<file path="src/rtl/stepper_pkg.sv">
// Shared types and helpers for the step/dir decoder.
//   DIR_NEG      - dir level that means "count down"
//   move_state_e - move-tracking FSM states
//   sat_step     - +/-1 step on a signed value clamped to a given bit width
package stepper_pkg;

  localparam logic DIR_NEG = 1'b1;

  typedef enum logic [1:0] {
    StIdle,
    StCount,
    StDrain,
    StReport
  } move_state_e;

  // Steps val by one in the direction given by neg and clamps it to the signed
  // range of a width-bit register. Callers truncate the result to that width.
  // clamped is set when the step would have left the range.
  function automatic int sat_step(input int val, input logic neg, input int unsigned width,
                                  output logic clamped);
    int hi;
    int lo;
    int res;
    hi      = (1 << (width - 1)) - 1;
    lo      = -hi - 1;
    clamped = 1'b0;
    if (neg == DIR_NEG) begin
      if (val <= lo) begin
        clamped = 1'b1;
        res     = lo;
      end else begin
        res = val - 1;
      end
    end else begin
      if (val >= hi) begin
        clamped = 1'b1;
        res     = hi;
      end else begin
        res = val + 1;
      end
    end
    return res;
  endfunction

endpackage

</file>
<file path="src/rtl/step_dir_axis.sv">
// One decoder axis: synchronizes step/dir, detects rising step edges and keeps
// the absolute position, the per-move step count and the sticky flags.
//   clk, reset_n - clock, asynchronous active-low reset
//   step, dir    - asynchronous step pulse and direction (dir=1 counts down)
//   zero         - clear position and sticky flags; drops a coincident step
//   move_clr     - clear the move counter
//   move_en      - count steps into the move counter
//   pos          - signed absolute position
//   move_cnt     - signed steps counted since the last move_clr
//   sat          - sticky: position or move counter clamped
//   dir_err      - sticky: dir changed on the sampled step edge
module step_dir_axis
  import stepper_pkg::*;
#(
  parameter int unsigned POS_BITS    = 16,
  parameter int unsigned MOVE_BITS   = 8,
  parameter int unsigned SYNC_STAGES = 2
) (
  input  logic                        clk,
  input  logic                        reset_n,
  input  logic                        step,
  input  logic                        dir,
  input  logic                        zero,
  input  logic                        move_clr,
  input  logic                        move_en,
  output logic signed [POS_BITS-1:0]  pos,
  output logic signed [MOVE_BITS-1:0] move_cnt,
  output logic                        sat,
  output logic                        dir_err
);

  logic [SYNC_STAGES-1:0] step_sync_q;
  logic [SYNC_STAGES-1:0] dir_sync_q;
  logic                   step_prev_q;
  logic                   dir_prev_q;

  logic signed [POS_BITS-1:0]  pos_q, pos_d;
  logic signed [MOVE_BITS-1:0] move_q, move_d;
  logic                        sat_q, sat_d;
  logic                        dir_err_q, dir_err_d;

  logic step_s;
  logic dir_s;
  logic step_take;
  int   pos_sum;
  int   move_sum;
  logic pos_clamp;
  logic move_clamp;

  assign step_s = step_sync_q[SYNC_STAGES-1];
  assign dir_s  = dir_sync_q[SYNC_STAGES-1];
  // zero has priority: a step edge in the same cycle is discarded entirely.
  assign step_take = step_s & ~step_prev_q & ~zero;

  always_comb begin
    pos_d     = pos_q;
    move_d    = move_q;
    sat_d     = sat_q;
    dir_err_d = dir_err_q;
    pos_sum   = sat_step(int'(pos_q), dir_s, POS_BITS, pos_clamp);
    move_sum  = sat_step(int'(move_q), dir_s, MOVE_BITS, move_clamp);

    if (step_take) begin
      pos_d = POS_BITS'(pos_sum);
      sat_d = sat_d | pos_clamp;
      // Step is still counted, using the newly sampled direction.
      if (dir_s != dir_prev_q) begin
        dir_err_d = 1'b1;
      end
      if (move_en) begin
        move_d = MOVE_BITS'(move_sum);
        sat_d  = sat_d | move_clamp;
      end
    end

    if (move_clr) begin
      move_d = '0;
    end

    if (zero) begin
      pos_d     = '0;
      sat_d     = 1'b0;
      dir_err_d = 1'b0;
    end
  end

  always_ff @(posedge clk or negedge reset_n) begin
    if (!reset_n) begin
      step_sync_q <= '0;
      dir_sync_q  <= '0;
      step_prev_q <= 1'b0;
      dir_prev_q  <= 1'b0;
      pos_q       <= '0;
      move_q      <= '0;
      sat_q       <= 1'b0;
      dir_err_q   <= 1'b0;
    end else begin
      step_sync_q <= {step_sync_q[SYNC_STAGES-2:0], step};
      dir_sync_q  <= {dir_sync_q[SYNC_STAGES-2:0], dir};
      step_prev_q <= step_s;
      dir_prev_q  <= dir_s;
      pos_q       <= pos_d;
      move_q      <= move_d;
      sat_q       <= sat_d;
      dir_err_q   <= dir_err_d;
    end
  end

  assign pos      = pos_q;
  assign move_cnt = move_q;
  assign sat      = sat_q;
  assign dir_err  = dir_err_q;

endmodule

</file>
<file path="src/rtl/step_dir_decoder_xy.sv">
// Two-axis step/dir decoder: tracks absolute X/Y positions and reports the
// signed step count of each completed move.
//   clk, reset_n               - clock, asynchronous active-low reset
//   step_x/dir_x, step_y/dir_y - asynchronous step pulses and directions
//   zero                       - clear positions and sticky flags
//   move_start                 - 1-cycle pulse, begins (or restarts) a move
//   move_done                  - generator's sequence-finished level
//   pos_x, pos_y               - signed absolute positions
//   last_move_x, last_move_y   - signed steps of the last completed move
//   move_valid                 - 1-cycle pulse when last_move_* update
//   busy                       - move FSM not idle
//   sat_x, sat_y               - sticky saturation flags
//   dir_err                    - sticky dir-change-on-step-edge flag
`ifndef BYTE_BITS
`define BYTE_BITS 8
`endif

module step_dir_decoder_xy
  import stepper_pkg::*;
#(
  parameter int unsigned POS_BITS    = 16,
  parameter int unsigned MOVE_BITS   = `BYTE_BITS,
  parameter int unsigned SYNC_STAGES = 2
) (
  input  logic                        clk,
  input  logic                        reset_n,
  input  logic                        step_x,
  input  logic                        dir_x,
  input  logic                        step_y,
  input  logic                        dir_y,
  input  logic                        zero,
  input  logic                        move_start,
  input  logic                        move_done,
  output logic signed [POS_BITS-1:0]  pos_x,
  output logic signed [POS_BITS-1:0]  pos_y,
  output logic signed [MOVE_BITS-1:0] last_move_x,
  output logic signed [MOVE_BITS-1:0] last_move_y,
  output logic                        move_valid,
  output logic                        busy,
  output logic                        sat_x,
  output logic                        sat_y,
  output logic                        dir_err
);

  localparam int unsigned DrainBits = $clog2(SYNC_STAGES + 2);
  // Covers steps already inside the synchronizers when move_done rises.
  localparam logic [DrainBits-1:0] DrainLoad = DrainBits'(SYNC_STAGES + 1);

  move_state_e                 state_q;
  logic [DrainBits-1:0]        drain_q;
  logic                        move_done_q;
  logic signed [MOVE_BITS-1:0] last_x_q;
  logic signed [MOVE_BITS-1:0] last_y_q;
  logic                        move_valid_q;
  logic                        busy_q;

  logic                        move_en;
  logic                        done_rise;
  logic signed [MOVE_BITS-1:0] move_cnt_x;
  logic signed [MOVE_BITS-1:0] move_cnt_y;
  logic                        dir_err_x;
  logic                        dir_err_y;

  assign move_en   = (state_q == StCount) || (state_q == StDrain);
  assign done_rise = move_done & ~move_done_q;

  // move_start clears the counters in every state; in REPORT the copy into
  // last_move_* uses the pre-clear values on the same edge.
  step_dir_axis #(
    .POS_BITS   (POS_BITS),
    .MOVE_BITS  (MOVE_BITS),
    .SYNC_STAGES(SYNC_STAGES)
  ) u_axis_x (
    .clk     (clk),
    .reset_n (reset_n),
    .step    (step_x),
    .dir     (dir_x),
    .zero    (zero),
    .move_clr(move_start),
    .move_en (move_en),
    .pos     (pos_x),
    .move_cnt(move_cnt_x),
    .sat     (sat_x),
    .dir_err (dir_err_x)
  );

  step_dir_axis #(
    .POS_BITS   (POS_BITS),
    .MOVE_BITS  (MOVE_BITS),
    .SYNC_STAGES(SYNC_STAGES)
  ) u_axis_y (
    .clk     (clk),
    .reset_n (reset_n),
    .step    (step_y),
    .dir     (dir_y),
    .zero    (zero),
    .move_clr(move_start),
    .move_en (move_en),
    .pos     (pos_y),
    .move_cnt(move_cnt_y),
    .sat     (sat_y),
    .dir_err (dir_err_y)
  );

  always_ff @(posedge clk or negedge reset_n) begin
    if (!reset_n) begin
      state_q      <= StIdle;
      drain_q      <= '0;
      move_done_q  <= 1'b0;
      last_x_q     <= '0;
      last_y_q     <= '0;
      move_valid_q <= 1'b0;
      busy_q       <= 1'b0;
    end else begin
      move_done_q  <= move_done;
      move_valid_q <= 1'b0;
      unique case (state_q)
        StIdle: begin
          if (move_start) begin
            state_q <= StCount;
            busy_q  <= 1'b1;
          end
        end
        StCount: begin
          if (move_start) begin
            state_q <= StCount;
          end else if (done_rise) begin
            state_q <= StDrain;
            drain_q <= DrainLoad;
          end
        end
        StDrain: begin
          if (move_start) begin
            state_q <= StCount;
          end else if (drain_q == '0) begin
            state_q <= StReport;
          end else begin
            drain_q <= drain_q - 1'b1;
          end
        end
        StReport: begin
          last_x_q     <= move_cnt_x;
          last_y_q     <= move_cnt_y;
          move_valid_q <= 1'b1;
          if (move_start) begin
            state_q <= StCount;
          end else begin
            state_q <= StIdle;
            busy_q  <= 1'b0;
          end
        end
        default: begin
          state_q <= StIdle;
          busy_q  <= 1'b0;
        end
      endcase
    end
  end

  assign last_move_x = last_x_q;
  assign last_move_y = last_y_q;
  assign move_valid  = move_valid_q;
  assign busy        = busy_q;
  assign dir_err     = dir_err_x | dir_err_y;

endmodule

</file>
<file path="config.mk">
export PLATFORM = sky130hd
export DESIGN_NAME = step_dir_decoder_xy
export DESIGN_NICKNAME = d
export VERILOG_FILES = /design/src/rtl/stepper_pkg.sv /design/src/rtl/step_dir_axis.sv /design/src/rtl/step_dir_decoder_xy.sv
export SDC_FILE = /design/constraint.sdc
export NUM_CORES = 1
export LEC_CHECK = 0
export CORE_MARGIN = 2
export CORE_UTILIZATION = 36
export CTS_BUF_LIST = sky130_fd_sc_hd__clkbuf_2
export DETAILED_ROUTE_END_ITERATION = 8
export DONT_BUFFER_PORTS = 1
export PLACE_DENSITY = 0.53
export SYNTH_ARGS = -nofsm -noshare
export SYNTH_HDL_FRONTEND = slang
export SYNTH_HIERARCHICAL = 1
export SYNTH_SLANG_ARGS = --single-unit
</file>
<file path="constraint.sdc">
create_clock -name clk -period 3 [get_ports clk]
set_input_delay 0.6 -clock clk [delete_from_list [all_inputs] [get_ports clk]]
set_output_delay 0.6 -clock clk [all_outputs]
set_load 0.01 [all_outputs]
</file>
### Yosys cells after proc, flatten, opt, wreduce, memory -nomap -nowiden

Index checks and enable logic that the tools add are counted.

| word-level totals | value |
|---|---|
| word-level logic and storage cells | 148 |
| register bits after elaboration | 87 |
| output and inout port bits | 53 |
| input bits | 9 |

| cells by class | value |
|---|---|
| bitwise logic cells | 14 |
| multiplexer cells | 62 |
| order comparisons | 8 |
| add/subtract/negate cells | 9 |
| reductions and logical operators | 19 |
| equal/unequal tests | 13 |

Operator list:

| cell | number |
|---|---|
| $mux W16 | 10 |
| $mux W8 | 12 |
| $add A16 B2 Y16 const B | 2 |
| $ge A16 B16 Y1 const B | 2 |
| $le A16 B16 Y1 const B | 2 |
| $sub A16 B2 Y16 const B | 2 |
| $mux W1 | 28 |
| $mux W2 | 9 |
| $reduce_bool A2 Y1 | 9 |
| $add A8 B2 Y8 const B | 2 |
| $ge A8 B8 Y1 const B | 2 |
| $le A8 B8 Y1 const B | 2 |
| $sub A8 B2 Y8 const B | 2 |
| $ne A2 B2 Y1 const B | 6 |
| $pmux W2 S4 | 1 |
| $reduce_and A2 Y1 | 4 |
| $reduce_and A3 Y1 | 2 |
| $and A1 B1 Y1 | 5 |
| $or A1 B1 Y1 | 5 |
| $reduce_and A5 Y1 | 1 |
| $eq A2 B2 Y1 const B | 2 |
| $logic_not A2 Y1 | 2 |
| $not A1 Y1 | 4 |
| $pmux W2 S2 | 1 |
| 7 further kinds | 8 |

### Logic depth before layout (Yosys ltp)

| logic depth | value |
|---|---|
| depth in word-level cells | 8 |
| mapped depth | 9 |
| mapped depth without buffers | 7 |

### Modules after synthesis

Netlist, hierarchy kept.

By module, submodules not included:

| module | seq. area each (µm²) | cells an instance | instances | area an instance (µm²) |
|---|---|---|---|---|
| step_dir_axis | 800.8 | 298 | 2 | 2536.2 |
| step_dir_decoder_xy | 575.6 | 77 | 1 | 1032.2 |

### Worst setup path after synthesis

OpenSTA, ideal clock, no wires.

| timing | value |
|---|---|
| path type | register to register |
| start | register u_axis_x.pos_q[0], in the netlist u_axis_x/pos[0] |
| end | register u_axis_x.pos_q[7], in the netlist u_axis_x/pos[7] |
| library setup time | 124 ps |
| cell stages (with the launch flop) | 10 |
| buffers on the path | 2 |
| period minus slack after synthesis | 2166 ps |
| path slack | 834 ps |
| data arrival time | 2042 ps |
| data required time | 2876 ps |
| cells stage by stage | dfrtp_1 -> clkbuf_1 -> inv_1 -> ha_1 -> nor3b_2 -> and4_1 -> a21o_1 -> buf_2 -> a211oi_1 -> a211o_1 |

| on the way | value |
|---|---|
| word-level cells in the longest chain between the ends | 5 |
| elaborated cells on any way between the ends | 9 |
| those cells by class | add/sub (2); order compare (2); mux (5) |

Ends and longest elaborated chain:

| element | RTL line | source |
|---|---|---|
| start: declaration | step_dir_axis.sv:37 | `logic signed [POS_BITS-1:0] pos_q, pos_d;` |
| start signal: assignment | step_dir_axis.sv:102 | `pos_q <= pos_d;` |
| $add A16 B2 Y16, or another cell as far along | stepper_pkg.sv:39 | `res = val + 1;` |
| $mux W16, on equally long branches | stepper_pkg.sv:35, stepper_pkg.sv:28 |  |
| $mux W16 * | stepper_pkg.sv:27 | `if (neg == DIR_NEG) begin` |
| $mux W16 * | step_dir_axis.sv:63 | `if (step_take) begin` |
| $mux W16 * | step_dir_axis.sv:80 | `if (zero) begin` |

Mark *: on every way between the ends. The rest lies on a longest branch, timed or not. The select of a mux whose other input is x is not followed.
A chain may end at the register's enable or synchronous reset.

### Final worst setup path

| timing | value |
|---|---|
| start | register u_axis_x.pos_q[0], in the netlist u_axis_x/pos[0] |
| end | register u_axis_x.pos_q[3], in the netlist u_axis_x/pos[3] |

Same word-level chain as after synthesis.

==> flow_results.xml <==
<?xml version="1.0" encoding="UTF-8"?>
<metrics>
  <group name="clock_network">
    <metric name="cts.reportedPaths.clkPinSlew" unit="ns">0.26</metric>
    <metric name="tritoncts_clock_tree" unit="">done</metric>
    <metric name="cts_buffers" unit="">9</metric>
    <metric name="postCtsResizedCells" unit="">0</metric>
    <metric name="clock_root_cell" unit="">sky130_fd_sc_hd__clkbuf_2</metric>
    <metric name="htreeDepth" unit="">3</metric>
    <metric name="ctsLongestPathBuffers" unit="">2</metric>
    <metric name="clock_sinks" unit="">87</metric>
    <metric name="clk_latency" unit="ns">0.60</metric>
  </group>
  <group name="floorplan">
    <metric name="ios" unit="">62</metric>
    <metric name="design.die.area" unit="sq um">18000</metric>
    <metric name="floorplan.die.width" unit="um">134</metric>
    <metric name="die_height" unit="um">134</metric>
    <metric name="initial_core_util" unit="">0.368</metric>
    <metric name="num_rows" unit="">47</metric>
    <metric name="floorplan.core_area" unit="sq um">16600</metric>
  </group>
  <group name="timing">
    <metric name="timing.setup.tns" unit="ns">0</metric>
    <metric name="period_minus_ws_final" unit="ns">2.78</metric>
    <metric name="layout_worst_path_cycle_share" unit="">0.926</metric>
    <metric name="rsz0062_at_grt" unit="">no</metric>
    <metric name="slew_headroom" unit="">0.360</metric>
    <metric name="hold_violations" unit="">0</metric>
    <metric name="finalClockSkew" unit="ns">0.0212</metric>
    <metric name="worst_pin_slew" unit="ns">0.960</metric>
    <metric name="timing_max_transition_violations_final" unit="">0</metric>
    <metric name="max_clock_freq" unit="GHz">0.360</metric>
    <metric name="timing.final.setup_violations" unit="">0</metric>
  </group>
  <group name="synth">
    <metric name="synth_seq_cells" unit="">87</metric>
    <metric name="synthesis.area" unit="sq um">6100</metric>
    <metric name="netlist_instances" unit="">673</metric>
    <metric name="asyncSetResetFlopFracSynth" unit="">1.00</metric>
    <metric name="yosys_warnings" unit="">6</metric>
    <metric name="ys.flop_type" unit="">sky130_fd_sc_hd__dfrtp_1</metric>
    <metric name="yosysUniqueCellTypes" unit="">76</metric>
    <metric name="postSynthNetCount" unit="">699</metric>
    <metric name="synth.yosys.seq_area_share" unit="">0.357</metric>
    <metric name="synth_edf_count" unit="">0</metric>
    <metric name="syn_avg_cell_area" unit="sq um">9.07</metric>
  </group>
  <group name="worst_setup_path">
    <metric name="timing.critical_path.cells" unit="">ha_1 &gt; nand3_2 &gt; nor4_4 &gt; a21oi_1 &gt; a2111oi_0 &gt; a311o_1</metric>
    <metric name="crit_family" unit="">compound AO/OA/AOI/OAI gates</metric>
    <metric name="worstSetupPathType" unit="">register to register</metric>
    <metric name="worstPathMaxFanout" unit="">12</metric>
    <metric name="type_of_element_launching_the_critical_path" unit="">register</metric>
    <metric name="critPathBufInv" unit="">0</metric>
    <metric name="required" unit="ns">3.56</metric>
    <metric name="critPathArrivalTime" unit="ns">3.34</metric>
    <metric name="end_kind" unit="">register</metric>
    <metric name="crit_path_max_incr_delay" unit="ns">0.66</metric>
    <metric name="slowest_stage_cell_cp" unit="">sky130_fd_sc_hd__dfrtp_1</metric>
  </group>
  <group name="routing">
    <metric name="detail_route_antenna_nets" unit="">0</metric>
    <metric name="detail_route.drc_violations" unit="">0</metric>
    <metric name="dr.first_iter.drc_count" unit="">447</metric>
    <metric name="wl" unit="um">16200</metric>
    <metric name="first_pass_iters" unit="">5</metric>
    <metric name="dr_total_vias" unit="">5303</metric>
    <metric name="vias_per_cell" unit="">6.01</metric>
    <metric name="detail_route.wl_per_cell" unit="um">18.4</metric>
  </group>
  <group name="grt">
    <metric name="via_count_of_the_first_global_routing_pass" unit="">5056</metric>
    <metric name="grt_usage" unit="">0.184</metric>
    <metric name="grt_overflow_total" unit="">0</metric>
    <metric name="wire_length_of_the_first_global_routing_pass" unit="um">26900</metric>
    <metric name="grt_start_max_net_pins" unit="">88</metric>
    <metric name="number_of_antenna_violations_at_the_first_check_in_global_routing" unit="">1</metric>
  </group>
  <group name="power">
    <metric name="power_density" unit="nW/um^2">488</metric>
    <metric name="static-leakage-power" unit="nW">2.74</metric>
    <metric name="ir_worst_vdd" unit="uV">168</metric>
  </group>
  <group name="placement">
    <metric name="dp_hpwl" unit="um">10900</metric>
    <metric name="gp_congestion" unit="">0.835</metric>
    <metric name="io_buffer_count" unit="">0</metric>
  </group>
  <group name="run">
    <metric name="maxCapViolCount" unit="">0</metric>
  </group>
  <group name="cells_and_area">
    <metric name="layout.nets" unit="">684</metric>
    <metric name="layout-drive-gt1-share" unit="">0.119</metric>
    <metric name="post_route_core_utilization" unit="">0.391</metric>
    <metric name="layout-area-overhead-vs-synth" unit="%">6.23</metric>
  </group>
  <group name="min_path">
    <metric name="hp-class" unit="">input pin to register</metric>
  </group>
  <group name="run_status">
    <metric name="run_status" unit="">completed</metric>
  </group>
</metrics>
-- sequential cells by signal (all words and copies together) (netlist names), 2 cells and up --
register              count
u_axis_x/move_cnt         8
drain_q                   2
u_axis_x/dir_sync_q       2
u_axis_x/step_sync_q      2
last_move_x               8
u_axis_y/move_cnt         8
u_axis_y/pos             16
u_axis_y/dir_sync_q       2
u_axis_x/pos             16
u_axis_y/step_sync_q      2
state_q                   2
last_move_y               8
-- area by class of cell --
type	count	area, sq um
Clock buffer	10	50.0
Timing Repair Buffer	26	235
Fill cell	1707	10100
Tap cell	220	275
Inverter	33	124
Clock inverter	5	60.1
Antenna cell	1	2.50
Multi-Input combinational cell	501	3560
Sequential cell	87	2180
-- timing repair --
| action | CTS | global route |
|---|---|---|
| buffers inserted | 0 | 0 |
| hold endpoints to repair | 101 | 0 |
| hold buffers | 9 | 0 |
-- path summary, 6_finish.rpt --
path                       cells after the start  slack, ns                               from                                 to
setup reg to reg                               6       0.22        u_axis_x/pos[0]$_DFFE_PN0P_        u_axis_x/pos[3]$_DFFE_PN0P_
max in group asynchronous                      2       2.08                            reset_n       u_axis_x/pos[10]$_DFFE_PN0P_
hold / removal                                 1       0.09                         move_start             state_q[0]$_DFFE_PN0P_
hold reg to reg                                0       0.39  u_axis_x/step_sync_q[0]$_DFF_PN0_  u_axis_x/step_sync_q[1]$_DFF_PN0_
setup / recovery                               6       0.22        u_axis_x/pos[0]$_DFFE_PN0P_        u_axis_x/pos[3]$_DFFE_PN0P_
min in group asynchronous                      2       0.58                            reset_n        u_axis_x/pos[1]$_DFFE_PN0P_
-- stage by stage --
| stage | std cells | cell area, sq um | power (mW) | setup WS, ns | hold WS [ns] |
|---|---|---|---|---|---|
| finish | 883 | 6480 | 3.16 | 0.222 | 0.0893 |
| global route | 883 | 6480 | 3.40 | 0.0887 | 0.0209 |
| CTS | 882 | 6480 | 3.22 | 0.291 | 0.0182 |
| detailed placement | 858 | 6260 | 2.51 | 0.343 | 0.307 |
| global placement | 858 | 6260 | 2.49 | 0.489 | 0.307 |
| floorplan | 673 | 6100 | 2.29 | 0.834 | 0.304 |
-- synth_stat cells (5+ instances only) --
library cell               count  area, sq um
sky130_fd_sc_hd__and2_1        6         37.5
sky130_fd_sc_hd__a221oi_1     10         87.6
sky130_fd_sc_hd__a211oi_1      8         60.1
sky130_fd_sc_hd__o21ai_0      28          140
sky130_fd_sc_hd__nand2_1      55          206
sky130_fd_sc_hd__nor2b_1       8         50.1
sky130_fd_sc_hd__clkbuf_1     24         90.1
sky130_fd_sc_hd__a21oi_1      33          165
sky130_fd_sc_hd__buf_2        21          105
sky130_fd_sc_hd__nor4_1       11         68.8
sky130_fd_sc_hd__mux2i_1       9         90.1
sky130_fd_sc_hd__nand4_1      12         75.1
sky130_fd_sc_hd__or3_1         6         37.5
sky130_fd_sc_hd__o31a_1        6         52.6
sky130_fd_sc_hd__nand3_1      16         80.1
sky130_fd_sc_hd__o21a_1        6         45.0
sky130_fd_sc_hd__a311oi_1      8         70.1
sky130_fd_sc_hd__nor3b_1       6         45.0
sky130_fd_sc_hd__nand2b_1     13         81.3
sky130_fd_sc_hd__nor3_1       18         90.1
sky130_fd_sc_hd__and3_1        6         37.5
sky130_fd_sc_hd__nor4_2        6         75.1
sky130_fd_sc_hd__and4_1        6         52.6
sky130_fd_sc_hd__mux2_2       16          180
sky130_fd_sc_hd__xor2_1        8         70.1
sky130_fd_sc_hd__nor4b_1       5         43.8
sky130_fd_sc_hd__a21o_1       22          165
sky130_fd_sc_hd__dfrtp_1      87         2180
sky130_fd_sc_hd__nor2_1       37          139
sky130_fd_sc_hd__xnor2_1      11         96.3
sky130_fd_sc_hd__ha_1         17          213
sky130_fd_sc_hd__or4_1         6         45.0
sky130_fd_sc_hd__a22o_1       10         87.6
sky130_fd_sc_hd__inv_1        33          124
-- logic make-up after synthesis --
family / synth area share
muxes: 0.0443
and+or+nand+nor: 0.251
xor gates and xnor gates: 0.0273
adders and majority gates: 0.0348
AOI/OAI and AO/OA: 0.226
DFF: 0.357
buffers and inverters: 0.0601
-- per-layer routing --
metal  part of all wire  global-route usage  vias to the layer above
li1                   -                   -                     2495
met3              0.054              0.0359                       21
met4              0.021              0.0731                        0
met1               0.44               0.242                     2630
met5                  0                   0                        -
met2               0.48               0.299                      157
-- power breakdown --
group / internal [mW] / switching (mW)
clock: 0.193 / 0.443
sequential: 1.31 / 0.225
combinational: 0.452 / 0.542
total: 1.95 / 1.21
-- cells in the final DEF (no fill, tap or decap), types with 17 or more instances in the layout --
cell                       n
sky130_fd_sc_hd__a21o_1   22
sky130_fd_sc_hd__a21oi_1  33
sky130_fd_sc_hd__buf_4    17
sky130_fd_sc_hd__dfrtp_1  87
sky130_fd_sc_hd__ha_1     17
sky130_fd_sc_hd__inv_1    33
sky130_fd_sc_hd__nand2_1  55
sky130_fd_sc_hd__nor2_1   37
sky130_fd_sc_hd__nor3_1   18
sky130_fd_sc_hd__o21ai_0  28
Note: power is estimated with default switching activity, not from simulation.
